### src/rtl/led_pkg.sv
// Shared definitions for the LED sequencer and its pattern ROM: state codes and default widths.
package led_pkg;
    localparam int MEM_ADDR_DEF = 3;
    localparam int DIV_W_DEF    = 24;

    localparam logic [1:0] ST_IDLE   = 2'd0;
    localparam logic [1:0] ST_RUN    = 2'd1;
    localparam logic [1:0] ST_PAUSED = 2'd2;
endpackage

### src/rtl/led_tick_gen.sv
// Step-period prescaler: counts 0..div_q and flags the terminal count.
module led_tick_gen
    import led_pkg::*;
#(
    parameter int DIV_W = DIV_W_DEF
) (
    input  logic             clk,
    input  logic             rst_n,
    input  logic             clear,
    input  logic             hold,
    input  logic             load,
    input  logic [DIV_W-1:0] div,
    output logic             tick
);
    logic [DIV_W-1:0] cnt;
    logic [DIV_W-1:0] div_q;

    assign tick = (cnt == div_q);

    always_ff @(posedge clk or negedge rst_n) begin
        if (!rst_n) begin
            cnt   <= '0;
            div_q <= '0;
        end else begin
            if (load)
                div_q <= div;
            // Counter self-clears on terminal count, so the owner never needs clear for an advance.
            if (clear)
                cnt <= '0;
            else if (!hold)
                cnt <= tick ? '0 : cnt + DIV_W'(1);
        end
    end
endmodule

### src/rtl/led_seq_ctrl.sv
// LED pattern sequencer: walks a ROM address up or down at a programmable rate with pause/step control.
module led_seq_ctrl
    import led_pkg::*;
#(
    parameter int MEM_ADDR = MEM_ADDR_DEF,
    parameter int DIV_W    = DIV_W_DEF
) (
    input  logic                clk,
    input  logic                rst_n,
    input  logic                start,
    input  logic                stop,
    input  logic                pause,
    input  logic                dir,
    input  logic                step,
    input  logic [DIV_W-1:0]    div,
    output logic [MEM_ADDR-1:0] addr,
    output logic                running,
    output logic                wrap
);
    logic [1:0]          state;
    logic                tick;
    logic                counting;
    logic                advance;
    logic                wrap_cond;
    logic [MEM_ADDR-1:0] addr_nxt;

    always_comb begin
        counting  = (state == ST_RUN) && !pause;
        advance   = !stop && !start &&
                    ((counting && tick) || ((state == ST_PAUSED) && pause && step));
        addr_nxt  = dir ? addr - MEM_ADDR'(1) : addr + MEM_ADDR'(1);
        wrap_cond = dir ? (addr == '0) : (addr == '1);
    end

    led_tick_gen #(.DIV_W(DIV_W)) u_tick (
        .clk   (clk),
        .rst_n (rst_n),
        .clear (stop | start),
        .hold  (!counting),
        .load  (start & !stop),
        .div   (div),
        .tick  (tick)
    );

    always_ff @(posedge clk or negedge rst_n) begin
        if (!rst_n) begin
            state <= ST_IDLE;
            addr  <= '0;
            wrap  <= 1'b0;
        end else begin
            wrap <= advance && wrap_cond;
            if (stop) begin
                state <= ST_IDLE;
                addr  <= '0;
            end else if (start) begin
                state <= ST_RUN;
                addr  <= '0;
            end else begin
                if (advance)
                    addr <= addr_nxt;
                // Step is dropped on the resume edge because pause is already low there.
                case (state)
                    ST_RUN:    if (pause)  state <= ST_PAUSED;
                    ST_PAUSED: if (!pause) state <= ST_RUN;
                    default:   state <= ST_IDLE;
                endcase
            end
        end
    end

    assign running = (state == ST_RUN) || (state == ST_PAUSED);
endmodule

### config.mk
export PLATFORM = sky130hd
export DESIGN_NAME = led_seq_ctrl
export DESIGN_NICKNAME = d
export VERILOG_FILES = /design/src/rtl/led_pkg.sv /design/src/rtl/led_tick_gen.sv /design/src/rtl/led_seq_ctrl.sv
export SDC_FILE = /design/constraint.sdc
export NUM_CORES = 1
export LEC_CHECK = 0
export CORE_ASPECT_RATIO = 0.9
export CORE_MARGIN = 3
export CORE_UTILIZATION = 57
export CTS_BUF_LIST = sky130_fd_sc_hd__clkbuf_8
export DETAILED_ROUTE_END_ITERATION = 12
export DONT_BUFFER_PORTS = 1
export MAX_ROUTING_LAYER = met4
export PLACE_DENSITY_LB_ADDON = 0.25
export RECOVER_POWER = 50
export SLEW_MARGIN = 20
export SYNTH_ARGS = -nofsm -noshare
export SYNTH_HDL_FRONTEND = slang
export SYNTH_SLANG_ARGS = --single-unit
### constraint.sdc
create_clock -name clk -period 4.5 [get_ports clk]
set_clock_uncertainty 0.05 [all_clocks]
set_input_delay 0.45 -clock clk [delete_from_list [all_inputs] [get_ports clk]]
set_output_delay 0.45 -clock clk [all_outputs]
set_load 0.1 [all_outputs]
## Yosys cells after proc, flatten, opt, wreduce, memory -nomap -nowiden

Cells that the tools add are included.

- Flip-flop bits (word level): 54
- Latch bits: 0
- Memory bits (writable): 0
- ROM bits: 0
- Bits of input ports: 31
- Output and inout bits: 5
- Memories kept: 0

- Add/subtract/negate cells: 3
- Multipliers: 0
- Div/mod/pow operators: 0
- Magnitude comparators: 0
- Equality and inequality tests: 6
- Shifts and indexed selects: 0
- Mux-type cells: 13
- Bitwise operators: 2
- Reductions and logical operators: 16

Operator list:

| operator | count |
|---|---|
| two-way mux 24 bit | 3 |
| adder 24 x 1 -> 24 bit, second input constant | 1 |
| == test 24 bit | 1 |
| two-way mux 3 bit | 4 |
| two-way mux 2 bit | 4 |
| inequality test 4 bit, second input constant | 2 |
| logical AND 1 bit | 7 |
| one-hot mux 2 bit (2 select lines) | 1 |
| adder 3 x 1 -> 3 bit, second input constant | 1 |
| == test 3 bit, second input constant | 1 |
| logical NOT 1 bit | 3 |
| logical NOT 3 bit | 1 |
| nonzero test 3 bit | 1 |
| subtractor 3 x 1 -> 3 bit, second input constant | 1 |
| == test 2 x 1 -> 1 bit, second input constant | 1 |
| == test 2 bit, second input constant | 1 |
| logical OR 1 bit | 2 |
| AND reduction 2 bit | 1 |
| nonzero test 2 bit | 1 |
| AND 1 bit | 1 |
| two-way mux 1 bit | 1 |
| bitwise OR 1 bit | 1 |

## Depth between registers and ports, before layout

Gate-level depths: netlist of run 1.

- Depth after elaboration: 8
- Mapped depth: 9
- Depth with buffers taken out: 7

## Cells and area by module

Synthesis of run 1 repeated with hierarchy kept, for this count alone.

- Cell total of the unflattened synthesis: 264
- Area total of the unflattened synthesis: 3040.4 um2

By module, submodules not included:

| module | instances | cells each | area an instance (um2) |
|---|---|---|---|
| led_tick_gen | 1 | 221 | 2616.3 |
| led_seq_ctrl | 1 | 43 | 424.2 |

## Worst setup path after synthesis of run 1

No wires, ideal clock.

- Path kind: register to register
- Start: reg addr[0]
- End: reg addr[2]
- Arrival: 1.901 ns
- Required time: 4.373 ns
- Path slack: 2.472 ns
- Stages on the path, launching flop included: 5
- Path buffers: 0
- Clock period less this slack: 2.028 ns
- Path through: dfrtp_1 > fa_1 > xnor2_1 > or3_1 > a21oi_1

- Longest elaborated chain between the ends: 5
- Elaborated cells on any way between the ends: 6

Ends and longest elaborated chain:

| element | RTL line | RTL |
|---|---|---|
| start, declared | led_seq_ctrl.sv:16 | `output logic [MEM_ADDR-1:0] addr,` |
| start signal, assigned | led_seq_ctrl.sv:60 | `addr <= addr_nxt;` |
| adder 3 x 1 -> 3 bit / subtractor 3 x 1 -> 3 bit (equally long branches) | led_seq_ctrl.sv:31 | `addr_nxt = dir ? addr - MEM_ADDR'(1) : addr + MEM_ADDR'(1);` |
| two-way mux 3 bit * | led_seq_ctrl.sv:31 |  |
| two-way mux 3 bit * | led_seq_ctrl.sv:59 | `if (advance)` |
| two-way mux 3 bit * | led_seq_ctrl.sv:55 | `end else if (start) begin` |
| two-way mux 3 bit * | led_seq_ctrl.sv:52 | `if (stop) begin` |

Every way passes the cells marked *; elsewhere a longest branch is shown, timed or not. The select of a mux whose other input is x is not followed.
A chain may end at the register's enable or synchronous reset.

## Worst setup path after layout of run 1

- Start: reg state[1]
- End: reg u_tick.cnt[17]

- Longest elaborated chain between the ends: 3

Ends and longest elaborated chain:

| element | RTL line | RTL |
|---|---|---|
| start, declared | led_seq_ctrl.sv:20 | `logic [1:0] state;` |
| start signal, assigned | led_seq_ctrl.sv:47 | `state <= ST_IDLE;` |
| start signal, assigned | led_seq_ctrl.sv:53 | `state <= ST_IDLE;` |
| start signal, assigned | led_seq_ctrl.sv:56 | `state <= ST_RUN;` |
| == test 2 x 1 -> 1 bit | led_seq_ctrl.sv:28 | `counting = (state == ST_RUN) && !pause;` |
| logical AND 1 bit | led_seq_ctrl.sv:28 |  |
| nonzero test 2 bit (no source line) | - |  |
| end signal, assigned | led_tick_gen.sv:31 | `cnt <= tick ? '0 : cnt + DIV_W'(1);` |
| end, declared | led_tick_gen.sv:15 | `logic [DIV_W-1:0] cnt;` |

Every way passes these cells.

==> results.md, run 1 <==
Placement:
- The half-perimeter wire length of the detailed placement result is 4150 um.
- The weighted congestion at the end of routability-driven global placement is 0.842.
- The count of input and output buffers is 0.

Clock tree:
- The clock sink count is 54.
- The clock passes through at most 2 buffers.
- The number of clock buffers added by TritonCTS is 5.
- The depth of the CTS H-tree is 2.
- The insertion delay of the later-clocked pin in the worst-skew pair is around 0.31 ns.
- In this run, post-CTS repair resized a total of 0 instances.
- The number of hold buffers added after CTS was 2.
- The tree is rooted in a sky130_fd_sc_hd__clkbuf_8.
- The clock transition at the registers of the reported paths is 0.10 ns.
- TritonCTS built the clock tree.
- The number of post-CTS setup repair buffers is 0.

Layout:
- At the end of the flow, the number of nets in the layout was 311.
- In the layout the commonest cells are 54 x sky130_fd_sc_hd__dfrtp_1, 31 x sky130_fd_sc_hd__nand2_1, 25 x sky130_fd_sc_hd__xnor2_1.
- The share of cells above drive strength 1 is 0.138.
- The most common library cell in the layout ignoring fill and taps is sky130_fd_sc_hd__dfrtp_1.
- The layout filler cell count is 370.
- The area growth from synthesis to layout is 6.83%.
- 0 antenna diodes ended up in the layout.

STA:
- The maximum clock frequency is around 380 MHz.
- Setup repair after global routing left no endpoint under its margin.
- At the pin with the least slew margin, the transition time is 1.04 ns.
- The worst pin sits at a relative slew slack of 0.306.
- The count of pins over their slew limit is 0.
- The setup violation total in the final timing report is 0.
- The final clock period utilization by the worst path is 0.588.
- The worst path in the final design needs a cycle of 2.65 ns, including I/O delays and setup.
- The final hold violation count is 0.
- The final total negative setup slack is 0 ns.

Routing:
- The length of the first detailed-routing pass in iterations is 4.
- The detailed router finished its first iteration with ~130 violations.
- Dividing the detail-routed wire length by the instance count gives 17.4 um.
- In the routed layout, each cell is associated on average with a via count of between 6 and 7.
- The count of nets left with antenna violations after detail routing is 0.
- In the routed design, unresolved DRC markers number 0.
- Summing over every cut layer, the via total after detailed routing is a little over 2,000.
- For this block, the routed nets add up to a little under 6000 um of wire.

Die:
- The die outline area is 0.00587 mm^2.
- The die is approximately 80 um wide.
- The initial utilization of the core area, before any placement, comes to 0.613.
- The floorplan die height is 73.0 um.
- The total core area is 0.00463 mm^2.
- The row count is 23.
- The total I/O pin count is 36.

Synthesis:
- The number of flops mapped to enable cells by yosys is 0.
- The count of state elements after synthesis is 54.
- The proportion of synthesized chip area in sequential cells is 0.476.
- A synthesized cell averages 10.3 um^2.
- The number of warnings issued by yosys is 0.
- Yosys mapped the design onto 37 distinct sky130hd cell types.
- The net count after synthesis is 312.
- In the synthesized netlist the dominant register cell turns out to be sky130_fd_sc_hd__dfrtp_1.
- Synthesis produced a netlist whose cell count is 277.
- The synthesized area is 0.00284 mm^2.
- The fraction of synthesis flops using an asynchronous set or reset pin is 1.00.

Power and ir drop:
- The static leakage power is approximately 1.3 nW.
- The net switching power of the design is 236 uW.
- The internal power is 755 uW.
- Of the total power, the clock network draws 0.338.
- The worst-case IR drop observed on VDD is 0.282 mV.
- The combinational cell fraction of total power is 0.114.
- Total power for the finished layout comes to 991 uW.
- The sequential share of power is 0.548.
- The power per standard cell area is ~330 mW/mm^2.
- The switching part of the total power is 0.238.

GRT:
- The total global routing overflow is 0.
- The number of antenna violations at the first check in global routing came to 0.
- The largest net degree at the start of global routing is 55.
- The wire length of the first global-routing pass is 9880 um.
- The number of global-route vias before repair came to 2,077.
- The overall routing resource usage is 0.229.

Hold path:
- The class of the worst hold path is primary input to register.

Setup path:
- The startpoint-to-endpoint class of the critical path is register to register.
- For the worst setup path, the data arrival time is 2.83 ns.
- The element type at the critical path end is a register.
- The required time of the worst setup path is 4.69 ns.
- The largest fanout on the critical path is 18.
- The critical path launch point type is a register.

Flow run:
- The tool flagged a number of max-cap violations equal to 0.

Outcome:
- The run finished with clean final reports.
==> power groups by stage <==
| stage | clock network [mW] | registers (mW) | logic (mW) |
|---|---|---|---|
| 3_3_place_gp | 0 | 0.552 | 0.0978 |
| 3_5_place_dp | 0 | 0.554 | 0.101 |
| 4_1_cts | 0.338 | 0.544 | 0.115 |
| 5_1_grt | 0.355 | 0.549 | 0.125 |
| 6_report | 0.335 | 0.543 | 0.113 |
| 2_1_floorplan | 0 | 0.546 | 0.0859 |
==> synth_stat cells, types with 2 or more instances <==
cell type | n | area share
sky130_fd_sc_hd__dfrtp_1 | 54 | 0.48
sky130_fd_sc_hd__nand2_1 | 31 | 0.041
sky130_fd_sc_hd__xnor2_1 | 25 | 0.077
sky130_fd_sc_hd__mux2_2 | 24 | 0.095
sky130_fd_sc_hd__nand3_1 | 21 | 0.037
sky130_fd_sc_hd__nor2_1 | 14 | 0.019
sky130_fd_sc_hd__and3_1 | 9 | 0.020
sky130_fd_sc_hd__o311ai_1 | 9 | 0.028
sky130_fd_sc_hd__nand4_1 | 8 | 0.018
sky130_fd_sc_hd__a21oi_1 | 7 | 0.012
sky130_fd_sc_hd__clkbuf_1 | 7 | 0.0093
sky130_fd_sc_hd__o21ai_0 | 7 | 0.012
sky130_fd_sc_hd__a22o_1 | 6 | 0.019
sky130_fd_sc_hd__buf_2 | 6 | 0.011
sky130_fd_sc_hd__a21o_1 | 5 | 0.013
sky130_fd_sc_hd__nor3_1 | 5 | 0.0088
sky130_fd_sc_hd__a31oi_1 | 4 | 0.0088
sky130_fd_sc_hd__inv_1 | 4 | 0.0053
sky130_fd_sc_hd__o21ai_1 | 4 | 0.0070
sky130_fd_sc_hd__ha_1 | 3 | 0.013
sky130_fd_sc_hd__nor2b_1 | 3 | 0.0066
sky130_fd_sc_hd__and2_1 | 2 | 0.0044
sky130_fd_sc_hd__nand2b_1 | 2 | 0.0044
sky130_fd_sc_hd__o211a_1 | 2 | 0.0070
sky130_fd_sc_hd__o21a_1 | 2 | 0.0053
sky130_fd_sc_hd__or2_2 | 2 | 0.0044
==> routing by layer <==
layer	vias up	track usage	routed length, um
met5	-	-	0
met4	0	0.0769	107
met3	9	0.0432	243
met2	59	0.336	2660
met1	1005	0.322	2880
li1	991	-	-
==> layout make-up <==
cell class | instances | area, um^2 | share of cell area
clock buffer | 6 | 82.6 | 0.0272
clock inverter | 1 | 30.0 | 0.00990
inverter | 4 | 15.0 | 0.00495
multi-input combinational | 206 | 1420 | 0.467
sequential | 54 | 1350 | 0.445
tap | 62 | 77.6 | 0.0256
timing repair buffer | 5 | 60.1 | 0.0198
==> logic make-up (layout without fill, tap and decap cells) <==
group | Yosys count | in the layout | synth area share
muxes | 24 | 24 | 0.0952
and+or+nand+nor | 103 | 103 | 0.183
adders and majority gates | 4 | 4 | 0.0203
AOI/OAI and AO/OA | 49 | 49 | 0.121
DFF | 54 | 54 | 0.476
buffers and inverters | 17 | 16 | 0.0251
xor gates and xnor gates | 26 | 26 | 0.0802
==> registers in the layout, summed over array words and instances (netlist names) <==
name	flops
u_tick.cnt	24
u_tick.div_q	24
wrap	1
addr	3
state	2
==> worst max-delay path, cell delays in order (launching register included) <==
cell and delay, ns:
sky130_fd_sc_hd__dfrtp_1 0.39, sky130_fd_sc_hd__inv_1 0.07, sky130_fd_sc_hd__ha_1 0.21, sky130_fd_sc_hd__nor2b_1 0.34, sky130_fd_sc_hd__nand2_1 0.15, sky130_fd_sc_hd__a21oi_1 0.71
sky130_fd_sc_hd__buf_4 0.35, sky130_fd_sc_hd__o21ai_0 0.12, sky130_fd_sc_hd__a31oi_1 0.17
==> through the flow <==
step	worst slack (ns)	std cells	util	area, um^2	hold WS, ns
6_report	1.85	338	0.655	3030	0.138
3_3_place_gp	2.01	329	0.623	2890	0.106
4_1_cts	1.88	338	0.655	3040	0.139
2_1_floorplan	2.47	277	-	2840	0.104
5_1_grt	1.55	338	0.655	3030	0.129
3_5_place_dp	1.88	329	0.623	2890	0.106
==> path summary, 6_finish.rpt <==
kind	startpoint	endpoint	slack, ns	depth (start not counted)
worst max-delay path	state[1]	u_tick.cnt[17]	1.85	8
worst min-delay path	stop	state[0]	0.14	1
worst max register to register	state[1]	u_tick.cnt[17]	1.85	8
worst min register to register	u_tick.div_q[8]	u_tick.div_q[8]	0.49	1
max in group asynchronous	rst_n	u_tick.cnt[8]	3.55	2
min in group asynchronous	rst_n	state[0]	0.58	2
No activity file was read; power rests on OpenSTA's default activity.
==> inputs of run 2 (changes only) <==
==> constraint.sdc (replaced) <==
create_clock -name clk -period 2.56 [get_ports clk]
set_clock_uncertainty 0.05 [all_clocks]
set_input_delay 0.256 -clock clk [delete_from_list [all_inputs] [get_ports clk]]
set_output_delay 0.256 -clock clk [all_outputs]
set_load 0.1 [all_outputs]
==> results.md, run 2 (same netlist as run 1, synthesis figures left out) <==
Setup path:
- The worst setup path is launched from a register.
- The startpoint-to-endpoint class of the critical path is register to register.
- The cell class contributing the biggest share of worst-path delay is simple AND/OR/NAND/NOR gates.
- Walking the worst path, the cells encountered are ha_1, and3_1, nand3_1, nor2_1, nand2_1, or4_1, a31oi_1.
- Together, buffers and inverters on the worst path number 0.
- For the worst setup path, the data required time is 2.74 ns.
- STA classifies the critical path endpoint as a register.
- The delay of the slowest cell on the worst path is 0.47 ns.
- Data on the critical path arrives at its endpoint at 2.48 ns.
- The largest individual stage delay along the critical path comes from the cell sky130_fd_sc_hd__dfrtp_1.
- In this run the worst path has a maximum fanout of 6.

Routing:
- The sum of routed wire length over all layers is 5800 um.
- The length of the first detailed-routing pass in iterations is 4.
- The first routing iteration left 209 violations.
- The count of nets left with antenna violations after detail routing is 0.
- The ratio of routed vias to standard cells is 5.95.
- The via count of the routed design is 2,064.
- The wire length per cell is 16.7 um.
- In the routed design, unresolved DRC markers number 0.

Placement:
- Detailed placement finished with a half-perimeter wire length of 4170 um.
- The count of input and output buffers is 0.
- The congestion estimate from routability-driven global placement came to 0.872.
- After detailed placement, the design holds a cell count of 336.

Layout:
- In the layout the commonest cells are 54 x sky130_fd_sc_hd__dfrtp_1, 31 x sky130_fd_sc_hd__nand2_1, 25 x sky130_fd_sc_hd__xnor2_1.
- After filler insertion, the fill cell instance count of the layout stands at around 400.
- The library cell used most frequently in the layout, excluding fill and tap cells, is sky130_fd_sc_hd__dfrtp_1.
- The repair_antennas step left the layout with diodes totalling 0.
- For this run, the post-layout net count is 319.
- Of the cells placed in the final design, the portion with a size suffix greater than 1 is 0.161.
- The largest registers in the layout are u_tick.cnt: 24 flops, u_tick.div_q: 24 flops, addr: 3 flops.
- The area growth from synthesis to layout is 7.40%.
- The non-filler instance count after layout is 347.

Power and ir drop:
- The share of total power dissipated in the clock network is 0.289.
- The worst-case IR drop observed on VDD is 0.410 mV.
- The combinational cell fraction of total power is 0.123.
- The static leakage power is 1.29 nW.
- The overall power is 1.62 mW.
- The power per standard cell area is 532 mW/mm^2.
- The net switching power of the design is 418 uW.
- The share of total power dissipated in sequential elements is 0.588.
- The switching part of the total power is 0.258.
- The internal power is 1.20 mW.

STA:
- For the pin with the worst max-slew slack, the measured transition is around 1.3 ns.
- Setup repair after global routing left no endpoint under its margin.
- In the finished design, the share of the clock period the worst path needs comes to 0.896.
- The maximum clock frequency is 436 MHz.
- The final hold violation count is 0.
- Setup violations remaining at the end of the flow were counted as 0.
- In the final timing run, aggregate negative setup slack is 0 ns.
- The count of pins over their slew limit is 0.
- The time the worst path needs with I/O delays and setup is roughly 2.3 ns.
- The headroom to the max-slew limit is 0.134.

Die:
- The initialized floorplan defines 23 standard-cell rows.
- The total area inside the core boundary comes to 0.00463 mm^2.
- The initial core utilization is 0.613.
- Pin placement for this block handled 36 I/O pins.
- The floorplan step set the die width to 80.4 um.
- The die outline area is 0.00587 mm^2.
- The floorplan die height is 73.0 um.

Hold path:
- The class of the worst hold path is primary input to register.

Clock tree:
- The clock tree root buffer cell is sky130_fd_sc_hd__clkbuf_8.
- Counting the buffers created by CTS gives 5.
- The clock reaches the later pin of the worst-skew pair after around 0.31 ns.
- The number of post-CTS setup repair buffers is 0.
- Clock-pin slew was measured on the worst setup and hold paths at 0.10 ns.
- The hold buffer count at CTS is 3.
- The post-cts gate resize count is 0.
- The TritonCTS clock tree is built.
- The depth of the CTS H-tree is 2.
- Counting every sink on the clock net gives 54.
- The clock passes through at most 2 buffers.

GRT:
- The number of antenna violations at the first check in global routing came to 0.
- The first global-routing pass estimated between 9000 and 10,000 um of wire.
- Entering global routing, the biggest net connects 55 pins.
- The overall routing resource usage is 0.221.
- The total overflow left after global routing is 0.
- The number of global-route vias before repair is roughly 2,000.

Outcome:
- The run finished with clean final reports.

Flow run:
- The number of maximum-capacitance constraint violations is 0.
run 2: cell types whose count changed in the layout (fill, tap and decap cells not counted):
cell,previous run,this run
sky130_fd_sc_hd__nor2b_2,0,1
sky130_fd_sc_hd__inv_1,4,5
sky130_fd_sc_hd__dlygate4sd3_1,1,2
sky130_fd_sc_hd__clkbuf_8,6,5
sky130_fd_sc_hd__clkbuf_2,0,1
sky130_fd_sc_hd__buf_16,1,0
sky130_fd_sc_hd__bufinv_16,1,0
sky130_fd_sc_hd__clkinv_4,0,1
sky130_fd_sc_hd__nor2b_1,3,2
sky130_fd_sc_hd__buf_4,3,10
sky130_fd_sc_hd__clkinv_2,0,1
run 2: power groups by stage:
stage	Clock (mW)	Combinational [mW]	Sequential, mW
after global placement	0	0.178	0.972
after floorplan	0	0.151	0.959
after detailed placement	0	0.182	0.973
final	0.469	0.200	0.954
after CTS	0.476	0.209	0.955
after global routing	0.516	0.220	0.963
run 2: per-layer routing:
metal / GRT usage / part of all wire / wire, um
met5: - / 0 / 0
met2: 0.328 / 0.43 / 2520
met4: 0.0713 / 0.019 / 108
met3: 0.0420 / 0.054 / 311
met1: 0.310 / 0.49 / 2860
run 2: metrics by stage:
| step | hold slack [ns] | utilization | instance area (um^2) | setup slack, ns |
|---|---|---|---|---|
| after floorplan | -0.0896 | - | 2840 | 0.532 |
| after global placement | -0.0883 | 0.634 | 2940 | 0.357 |
| after detailed placement | -0.0880 | 0.634 | 2940 | 0.294 |
| after CTS | 0.0329 | 0.663 | 3070 | 0.271 |
| after global routing | 0.0223 | 0.658 | 3050 | 0.0342 |
| final | 0.0324 | 0.658 | 3050 | 0.265 |
run 2: layout make-up:
type | instances | area, um^2 | area share
clock buffer | 5 | 68.8 | 0.0226
multi-input combinational | 206 | 1420 | 0.466
timing repair buffer | 13 | 100 | 0.0328
inverter | 4 | 15.0 | 0.00492
sequential | 54 | 1350 | 0.443
tap | 62 | 77.6 | 0.0254
clock inverter | 3 | 17.5 | 0.00574
run 2: final timing paths:
kind                            startpoint  cells past startpoint  slack (ns)          endpoint
max reg2reg                  u_tick.cnt[0]                      7        0.27    u_tick.cnt[20]
max in group asynchronous            rst_n                      2        0.90    u_tick.cnt[15]
max                          u_tick.cnt[0]                      7        0.27    u_tick.cnt[20]
min reg2reg                u_tick.div_q[4]                      1        0.48   u_tick.div_q[4]
min in group asynchronous            rst_n                      2        0.79  u_tick.div_q[22]
min                                 div[0]                      1        0.03   u_tick.div_q[0]
